===== src/rtl/led_frame_sched.sv =====
// led_frame_sched: frame scheduler and arbiter for the serial LED shift driver.
// Two requesters (CPU, debug) compete once per frame for a shadow register.
// At each frame boundary the driver is restarted and sees a fresh 16-bit pattern.
// Optional macro LED_ARB_RR_EN: round-robin arbitration instead of debug-first priority.
// The grant is registered at fcnt=P-2, so the requests sampled in that cycle decide it.
// The ack is then visible during fcnt=P-1, and the winner's data is captured at the end of that cycle.
module led_frame_sched #(
    parameter int P_FRAME_CYCLES = 18
) (
    input  logic        i_CLK,
    input  logic        i_RESET,
    input  logic        i_Enable,
    input  logic        i_Blank,
    input  logic        i_CpuReq,
    input  logic [15:0] i_CpuData,
    output logic        o_CpuAck,
    input  logic        i_DbgReq,
    input  logic [15:0] i_DbgData,
    output logic        o_DbgAck,
    output logic [15:0] o_Data16,
    output logic        o_DrvReset,
    output logic        o_FrameDone,
    output logic        o_Busy
);

    typedef enum logic {S_IDLE, S_RUN} state_t;

    localparam logic [7:0] LAST = 8'(P_FRAME_CYCLES - 1);
    localparam logic [7:0] PRE  = 8'(P_FRAME_CYCLES - 2);

    state_t      state_q, state_d;
    logic [7:0]  fcnt_q, fcnt_d;
    logic [15:0] shadow_q, data_q, shadow_nx;
    logic        cpu_ack_q, dbg_ack_q;
    logic        load, arb_eval, frame_end;
    logic        grant_cpu, grant_dbg;

`ifdef LED_ARB_RR_EN
    logic        last_dbg_q;
`endif

    // Next-state and frame-position decode
    always_comb begin
        state_d   = state_q;
        fcnt_d    = fcnt_q;
        load      = 1'b0;
        arb_eval  = 1'b0;
        frame_end = 1'b0;
        case (state_q)
            S_IDLE: begin
                if (i_Enable) begin
                    state_d = S_RUN;
                    fcnt_d  = 8'd0;
                    load    = 1'b1;
                end
            end
            S_RUN: begin
                if (fcnt_q == LAST) begin
                    frame_end = 1'b1;
                    fcnt_d    = 8'd0;
                    if (i_Enable) load = 1'b1;
                    else          state_d = S_IDLE;
                end else begin
                    fcnt_d   = fcnt_q + 8'd1;
                    arb_eval = (fcnt_q == PRE);
                end
            end
            default: state_d = S_IDLE;
        endcase
    end

    // Arbitration between the two requesters and the shadow value committed at frame end
    always_comb begin
`ifdef LED_ARB_RR_EN
        grant_dbg = i_DbgReq && (!i_CpuReq || !last_dbg_q);
`else
        grant_dbg = i_DbgReq;
`endif
        grant_cpu = i_CpuReq && !grant_dbg;
        // ack regs are only ever set during the last frame cycle, so outside it this is shadow_q
        shadow_nx = cpu_ack_q ? i_CpuData : (dbg_ack_q ? i_DbgData : shadow_q);
    end

    // State, frame counter, grant pulses, shadow and driver pattern registers
    always_ff @(posedge i_CLK) begin
        if (i_RESET) begin
            state_q   <= S_IDLE;
            fcnt_q    <= 8'd0;
            cpu_ack_q <= 1'b0;
            dbg_ack_q <= 1'b0;
            shadow_q  <= 16'h0000;
            data_q    <= 16'h0000;
        end else begin
            state_q   <= state_d;
            fcnt_q    <= fcnt_d;
            cpu_ack_q <= arb_eval && grant_cpu;
            dbg_ack_q <= arb_eval && grant_dbg;
            if (frame_end) shadow_q <= shadow_nx;
            if (load)      data_q   <= i_Blank ? 16'h0000 : shadow_nx;
        end
    end

`ifdef LED_ARB_RR_EN
    // Last-grant pointer; resets to "CPU last" so debug takes the first tie
    always_ff @(posedge i_CLK) begin
        if (i_RESET)                                 last_dbg_q <= 1'b0;
        else if (arb_eval && (grant_cpu || grant_dbg)) last_dbg_q <= grant_dbg;
    end
`endif

    assign o_CpuAck    = cpu_ack_q;
    assign o_DbgAck    = dbg_ack_q;
    assign o_Data16    = data_q;
    assign o_Busy      = (state_q == S_RUN);
    assign o_DrvReset  = (state_q == S_IDLE) || (fcnt_q == 8'd0);
    assign o_FrameDone = (state_q == S_RUN) && (fcnt_q == LAST);

endmodule


===== config.mk =====
export PLATFORM = sky130hd
export DESIGN_NAME = led_frame_sched
export DESIGN_NICKNAME = d
export VERILOG_FILES = /design/src/rtl/led_frame_sched.sv
export SDC_FILE = /design/constraint.sdc
export NUM_CORES = 1
export LEC_CHECK = 0
export BUFFER_PORTS_ARGS = -buffer_cell sky130_fd_sc_hd__clkbuf_2
export CORE_MARGIN = 4
export CORE_UTILIZATION = 23
export CTS_CLUSTER_SIZE = 14
export DETAILED_ROUTE_END_ITERATION = 10
export HOLD_SLACK_MARGIN = 0.15
export PLACE_DENSITY_LB_ADDON = 0.08
export SYNTH_ARGS = -nofsm -noshare
export SYNTH_HDL_FRONTEND = slang
export SYNTH_SLANG_ARGS = --single-unit
export TNS_END_PERCENT = 10

===== constraint.sdc =====
create_clock -name i_CLK -period 2.3 [get_ports i_CLK]
set_input_delay 0.23 -clock i_CLK [delete_from_list [all_inputs] [get_ports i_CLK]]
set_output_delay 0.23 -clock i_CLK [all_outputs]
set_load 0.02 [all_outputs]

==> flow_metrics.tcl, run 1 <==
set metrics [dict create \
    ctsHtreeMaxLevel 2 \
    fmax_ghz 0.457 \
    total_count_of_hold_check_failures_in_the_final_report 0 \
    postSynthAreaPerCell_sq_um 8.57 \
    layout.cells.non_filler 413 \
    m1WireLength_mm 3.04 \
    power.share.switching 0.237 \
    synth.cell_area_sq_um 2130 \
    clk_pin_slew_ns 0.09 \
    placed_cell_area_sq_um 2530 \
    post-dp-hpwl_mm 4.36 \
    io_buffers 58 \
    period_share 0.951 \
    p_per_area_nw_per_um2 551 \
    setup_tns_ns 0 \
    holdCritStartpoint "i_CpuReq" \
    ant_nets 0 \
    seq_area_frac_synth 0.405 \
    detailroute.via_count 1888 \
    worst_r2r_startpoint "fcnt_q[1]$_SDFFE_PP0P_" \
    cts_post_setup_buffers_inserted 0 \
    ys_ff_latch 43 \
    first_iter_violations 102 \
    sequentialPowerShare 0.515 \
    route.top_layer_used "met4" \
    drt_pass1_iterations 4 \
    fin_util 0.300 \
    worst-path-max-fanout 8 \
    final.setup_skew_ns 0.00688 \
    grt_pass1_wl_mm 9.82 \
    postRouteWirelength_mm 6.15 \
    synthToLayoutAreaGrowth_pct 25.1 \
    synthesis.nets 289 \
    ys_warn_count 0 \
    hp-class "in -> reg" \
    place.gp.congestion 0.737 \
    synthDistinctLibCells 35 \
    initial_antenna_violation_count 0 \
    worst_pin_slew_ns 0.494 \
    setup_viol 0 \
    cts_tree "done" \
    num-nets-final 345 \
    cts.root.buffer_cell "sky130_fd_sc_hd__clkbuf_8" \
    dieWidth_microns 104 \
    routed-wl-met3_microns 268 \
    power.ir.vdd_worst_v 0.000255 \
    floorplan.core_area_sq_um 8850 \
    max_root_sink_buffers 2 \
    numCtsBuffers 5 \
    overflow 0 \
    power_report.internal_total_mw 1.12 \
    clk_latency_ns 0.30 \
    slew-limit-headroom 0.670 \
    placementRows 34 \
    cp-end-kind "output pin" \
    grt_start_max_net_pins 34 \
    drv_cap 0 \
    synth_cells 248 \
    finish.instance_area_sq_um 2660 \
    cts_sinks 43 \
    detailroute.wirelength.met2_mm 2.78 \
    crit_arrival_ns 1.96 \
    floorplan.io_pins 59 \
    startpoint_type "register" \
    cp.required_ns 2.07 \
    start_util 0.240 \
    dieHeight_microns 104 \
    power_mw 1.46 \
    switchingPower_mw 0.347 \
    clkPwrFrac 0.407 \
    finalWorstPathRequiredPeriod_ns 2.19 \
    result_of_the_run "complete, no violations" \
    fraction_of_final_layout_cells_sized_beyond_drive_strength_1 0.285 \
    startpoint "fcnt_q[1]$_SDFFE_PP0P_" \
    grt_pass1_vias 1869 \
    die_area_sq_um 10800 \
    antenna_cells 0 \
    drt-vias-per-instance 4.57 \
    remaining_drc_errors 0 \
    combinational_power_share 0.078 \
    total_track_usage 0.112 \
    criticalPathCategory "reg -> out" \
    wire_per_inst_microns 14.9 \
    post-place-cells 404 \
    static-leakage-power_nw 0.999 \
    slew_viol_final 0 \
]
==> cell families (layout without fill, tap and decap cells) <==
logic type                 count (synthesis)  after routing  synth area share
muxes                                     33             33             0.155
adders and majority gates                  3              3            0.0177
and+or+nand+nor                           99             99             0.237
AOI/OAI and AO/OA                         46             46             0.126
buffers and inverters                     24             81            0.0589
DFF                                       43             43             0.405
==> through the flow <==
| stage | setup WS (ns) | hold WS, ns |
|---|---|---|
| 6_report | 0.113 | 0.175 |
| 5_1_grt | -0.00388 | 0.192 |
| 4_1_cts | 0.0315 | 0.168 |
| 3_5_place_dp | 0.294 | 0.425 |
| 3_3_place_gp | 0.316 | 0.420 |
| 2_1_floorplan | 0.431 | 0.300 |
==> final timing paths <==
check | endpoint | slack (ns) | depth (start not counted)
hold reg to reg | o_Data16[2]$_SDFFE_PP0P_ | 0.46 | 2
hold / removal | o_CpuAck$_SDFF_PP0_ | 0.17 | 2
setup / recovery | o_FrameDone | 0.11 | 6
setup reg to reg | fcnt_q[5]$_SDFFE_PP0P_ | 0.31 | 7
==> sequential cells by signal, indices dropped and copies added (netlist names) <==
signal / count
o_CpuAck: 1
fcnt_q: 8
o_DbgAck: 1
o_Busy: 1
shadow_q: 16
o_Data16: 16
==> power groups by stage <==
stage	clock network, mW	registers [mW]	logic [mW]
floorplan	0	0.769	0.0555
global placement	0	0.771	0.116
detailed placement	0	0.771	0.116
CTS	0.630	0.754	0.117
global route	0.662	0.755	0.127
finish	0.596	0.754	0.114
==> critical path, cell delays in order (launching register included) <==
cell,delay [ns]
sky130_fd_sc_hd__dfxtp_1,0.36
sky130_fd_sc_hd__inv_1,0.09
sky130_fd_sc_hd__ha_1,0.16
sky130_fd_sc_hd__or3b_2,0.52
sky130_fd_sc_hd__nor3_4,0.17
sky130_fd_sc_hd__buf_6,0.19
sky130_fd_sc_hd__clkbuf_2,0.19
==> layout make-up <==
| type | instances | area, sq um |
|---|---|---|
| fill | 971 | 6190 |
| multi-input combinational | 181 | 1150 |
| sequential | 43 | 862 |
| timing repair buffer | 68 | 384 |
| tap | 108 | 135 |
| clock buffer | 5 | 68.8 |
| clock inverter | 3 | 43.8 |
| inverter | 5 | 18.8 |
==> cell usage in the layout, fill, tap and decap left out, types with 2 or more instances in the layout <==
cell type and count:
sky130_fd_sc_hd__buf_4 7, sky130_fd_sc_hd__clkbuf_2 58, sky130_fd_sc_hd__nand3_1 2, sky130_fd_sc_hd__nand4_1 17, sky130_fd_sc_hd__nor4b_1 3, sky130_fd_sc_hd__clkbuf_8 5, sky130_fd_sc_hd__a21oi_1 4, sky130_fd_sc_hd__dfxtp_1 42
sky130_fd_sc_hd__mux2i_1 33, sky130_fd_sc_hd__and3_2 2, sky130_fd_sc_hd__inv_1 5, sky130_fd_sc_hd__nand2_1 33, sky130_fd_sc_hd__o21ai_0 35, sky130_fd_sc_hd__ha_1 3, sky130_fd_sc_hd__and3_1 2, sky130_fd_sc_hd__nor3_1 3
sky130_fd_sc_hd__nor2_1 27, sky130_fd_sc_hd__a311o_1 3
==> repair_timing <==
item | 4_1_cts | 5_1_grt
gates resized for setup | 0 | 2
endpoints found under the setup margin | 0 | 1
endpoints found under the hold margin | 2 | 0
hold buffers | 1 | 0
==> synthesized netlist by cell type <==
cell                       number  area (sq um)
sky130_fd_sc_hd__nor3_1         3          15.0
sky130_fd_sc_hd__buf_12         1          20.0
sky130_fd_sc_hd__and2_2         1          7.51
sky130_fd_sc_hd__o21ai_0       35           175
sky130_fd_sc_hd__a311o_1        3          30.0
sky130_fd_sc_hd__nand3b_1       1          7.51
sky130_fd_sc_hd__or4b_1         1          10.0
sky130_fd_sc_hd__buf_4          2          15.0
sky130_fd_sc_hd__ha_1           3          37.5
sky130_fd_sc_hd__nor2_1        27           101
sky130_fd_sc_hd__o21a_4         1          15.0
sky130_fd_sc_hd__clkbuf_1      12          45.0
sky130_fd_sc_hd__and4_1         1          8.76
sky130_fd_sc_hd__or4b_4         1          13.8
sky130_fd_sc_hd__mux2i_1       33           330
sky130_fd_sc_hd__clkbuf_2       1          5.00
sky130_fd_sc_hd__a21oi_1        4          20.0
sky130_fd_sc_hd__and3_2         2          15.0
sky130_fd_sc_hd__o21ai_2        1          8.76
sky130_fd_sc_hd__nand2_1       33           124
sky130_fd_sc_hd__nand3_1        2          10.0
sky130_fd_sc_hd__nor3b_2        1          12.5
sky130_fd_sc_hd__nor4_1         1          6.26
sky130_fd_sc_hd__inv_1          5          18.8
sky130_fd_sc_hd__o221a_2        1          11.3
sky130_fd_sc_hd__buf_6          1          11.3
sky130_fd_sc_hd__nor3_2         1          10.0
sky130_fd_sc_hd__a22oi_1        1          7.51
sky130_fd_sc_hd__nand4_1       17           106
sky130_fd_sc_hd__and3_1         2          12.5
sky130_fd_sc_hd__or3b_2         1          8.76
sky130_fd_sc_hd__buf_2          2          10.0
sky130_fd_sc_hd__dfxtp_1       43           861
sky130_fd_sc_hd__or4_2          1          8.76
sky130_fd_sc_hd__nor4b_1        3          26.3
==> routing by layer <==
layer	vias to the layer above	global-route usage
met2	48	0.181
li1	990	-
met3	6	0.0292
met5	-	0
met1	844	0.148
met4	0	0.0275
(Power assumes the default switching activity.)
==> run 2, diff against run 1 <==
--- a/config.mk
+++ b/config.mk
@@ -13,4 +13,5 @@
 export HOLD_SLACK_MARGIN = 0.15
 export PLACE_DENSITY_LB_ADDON = 0.08
+export SKIP_CTS_REPAIR_TIMING = 1
 export SYNTH_ARGS = -nofsm -noshare
 export SYNTH_HDL_FRONTEND = slang
==> constraint.sdc (replaced) <==
create_clock -name i_CLK -period 2.3 [get_ports i_CLK]
set_input_delay 0.46 -clock i_CLK [delete_from_list [all_inputs] [get_ports i_CLK]]
set_output_delay 0.46 -clock i_CLK [all_outputs]
set_load 0.02 [all_outputs]
==> run 2 against run 1 <==
Net effect:
- hold slack better by 0.18 ns
- register-to-register slack gained 0.09 ns
- sequential share of layout area is 0.22 points higher
- non-clock buffer count up 3
- critical path depth fell by 3
- maximum frequency increased by 1.5%
- first-iteration DRC count fell by 17%
- cell area shrank 0.52%
- worst setup slack better by 0.031 ns
- critical path type unchanged
- critical endpoint is now o_DrvReset
==> flow_metrics.tcl, run 2 (synthesis results as in run 1) <==
set metrics [dict create \
    mostFrequentLayoutCells "sky130_fd_sc_hd__clkbuf_2, sky130_fd_sc_hd__dfxtp_1, sky130_fd_sc_hd__o21ai_0, sky130_fd_sc_hd__nand2_1, sky130_fd_sc_hd__mux2i_1" \
    synthToLayoutAreaGrowth_pct 24.4 \
    detailroute.via_count 1936 \
    grt_start_max_net_pins 34 \
    series_of_cell_instances_along_the_critical_path "or4_2 -> o21ai_0 -> clkbuf_2" \
    remaining_drc_errors 0 \
    fmax_ghz 0.464 \
    fin_hold_ws_ns 0.351 \
    cp.required_ns 1.84 \
    dieWidth_microns 104 \
    met1_usage 0.163 \
    placementRows 34 \
    die_area_sq_um 10800 \
    layout.cells.most_common "sky130_fd_sc_hd__clkbuf_2" \
    slew-limit-headroom 0.716 \
    ant_nets 0 \
    worst_pin_slew_ns 0.421 \
    result_of_the_run "complete, no violations" \
    clk_latency_ns 0.30 \
    cts_tree "done" \
    hp-class "in -> reg" \
    power_mw 1.36 \
    dieHeight_microns 104 \
    slew_viol_final 0 \
    cts_sinks 43 \
    drv_cap 0 \
    place.gp.congestion 0.708 \
    postRouteWirelength_mm 6.32 \
    crit_arrival_ns 1.70 \
    io_buffers 58 \
    start_util 0.240 \
    worst_path_top_cell_family_by_delay "simple AND/OR/NAND/NOR gates" \
    clk_pin_slew_ns 0.08 \
    criticalPathCategory "reg -> out" \
    overflow 0 \
    grt_pass1_wl_mm 10.3 \
    wire_per_inst_microns 15.2 \
    setup_tns_ns 0 \
    setup_viol 0 \
    floorplan.io_pins 59 \
    rsz0062_at_grt "false" \
    final.setup_skew_ns 0.0159 \
    top_usage_layer "met2" \
    numCtsBuffers 5 \
    total_count_of_hold_check_failures_in_the_final_report 0 \
    grt_use_met3 0.0317 \
    post-place-cells 408 \
    power.ir.vdd_worst_v 0.000211 \
    finish.instance_area_sq_um 2650 \
    max_root_sink_buffers 2 \
    initial_antenna_violation_count 0 \
    antenna_cells 0 \
    worst-path-max-fanout 5 \
    layout.cells.non_filler 416 \
    critPathBufInv 1 \
    timing.critical_path.slowest_cell_delay_ns 0.66 \
    cp-end-kind "output pin" \
    static-leakage-power_nw 0.995 \
    holdCritStartpoint "i_DbgReq" \
    fraction_of_final_layout_cells_sized_beyond_drive_strength_1 0.295 \
    ctsHtreeMaxLevel 2 \
    floorplan.core_area_sq_um 8850 \
    grt_pass1_vias 1968 \
    placed_cell_area_sq_um 2550 \
    period_share 0.937 \
    p_per_area_nw_per_um2 513 \
    met2_track_demand_over_resource_in_global_routing 0.181 \
    post-dp-hpwl_mm 4.62 \
    cts.root.buffer_cell "sky130_fd_sc_hd__clkbuf_8" \
    drt_pass1_iterations 4 \
    first_iter_violations 85 \
    startpoint_type "register" \
    num-nets-final 348 \
    worst_r2r_startpoint "fcnt_q[4]$_SDFFE_PP0P_" \
    total_track_usage 0.118 \
    drt-vias-per-instance 4.65 \
    finalWorstPathRequiredPeriod_ns 2.16 \
    startpoint "fcnt_q[7]$_SDFFE_PP0P_" \
    critPathSlowestCell "sky130_fd_sc_hd__or4_2" \
]
run 2: worst reg2reg max path: cells and delay by family, from the launching register on:
family | cells | cell delay (ns)
simple gates | 2 | 0.87
buf+inv | 1 | 0.17
flops | 1 | 0.43
compound gates | 2 | 0.33
run 2: worst paths after layout:
kind | slack (ns) | endpoint | cells after the start
min | 0.35 | o_CpuAck$_SDFF_PP0_ | 2
min reg2reg | 0.46 | o_Data16[5]$_SDFFE_PP0P_ | 2
max | 0.14 | o_DrvReset | 3
max reg2reg | 0.40 | o_Data16[9]$_SDFFE_PP0P_ | 5
run 2: cell type report:
class                   count  area (sq um)
clock buffers               6          72.6
clock inverters             2          12.5
fillers                   997          6200
inverters                   5          18.8
multi-input cells         181          1150
flip-flops and latches     43           863
well taps                 108           135
repair buffers             71           394
run 2: per-stage QoR:
| step | worst slack (ns) | util |
|---|---|---|
| global route | 0.0270 | 0.299 |
| finish | 0.145 | 0.299 |
| CTS | -0.0729 | 0.298 |
| global placement | 0.257 | 0.288 |
| detailed placement | 0.200 | 0.288 |
| floorplan | 0.342 | - |
run 2: power breakdown:
| group | internal, mW | total (mW) | switching [mW] |
|---|---|---|---|
| clock network | 0.213 | 0.485 | 0.272 |
| logic | 0.0485 | 0.121 | 0.0727 |
| registers | 0.747 | 0.751 | 0.00341 |
| total | 1.01 | 1.36 | 0.348 |
run 2: layer usage:
metal	up-vias	wire [microns]
met3	5	320
li1	1002	-
met1	875	3290
met2	54	2650
met4	0	58
met5	-	0
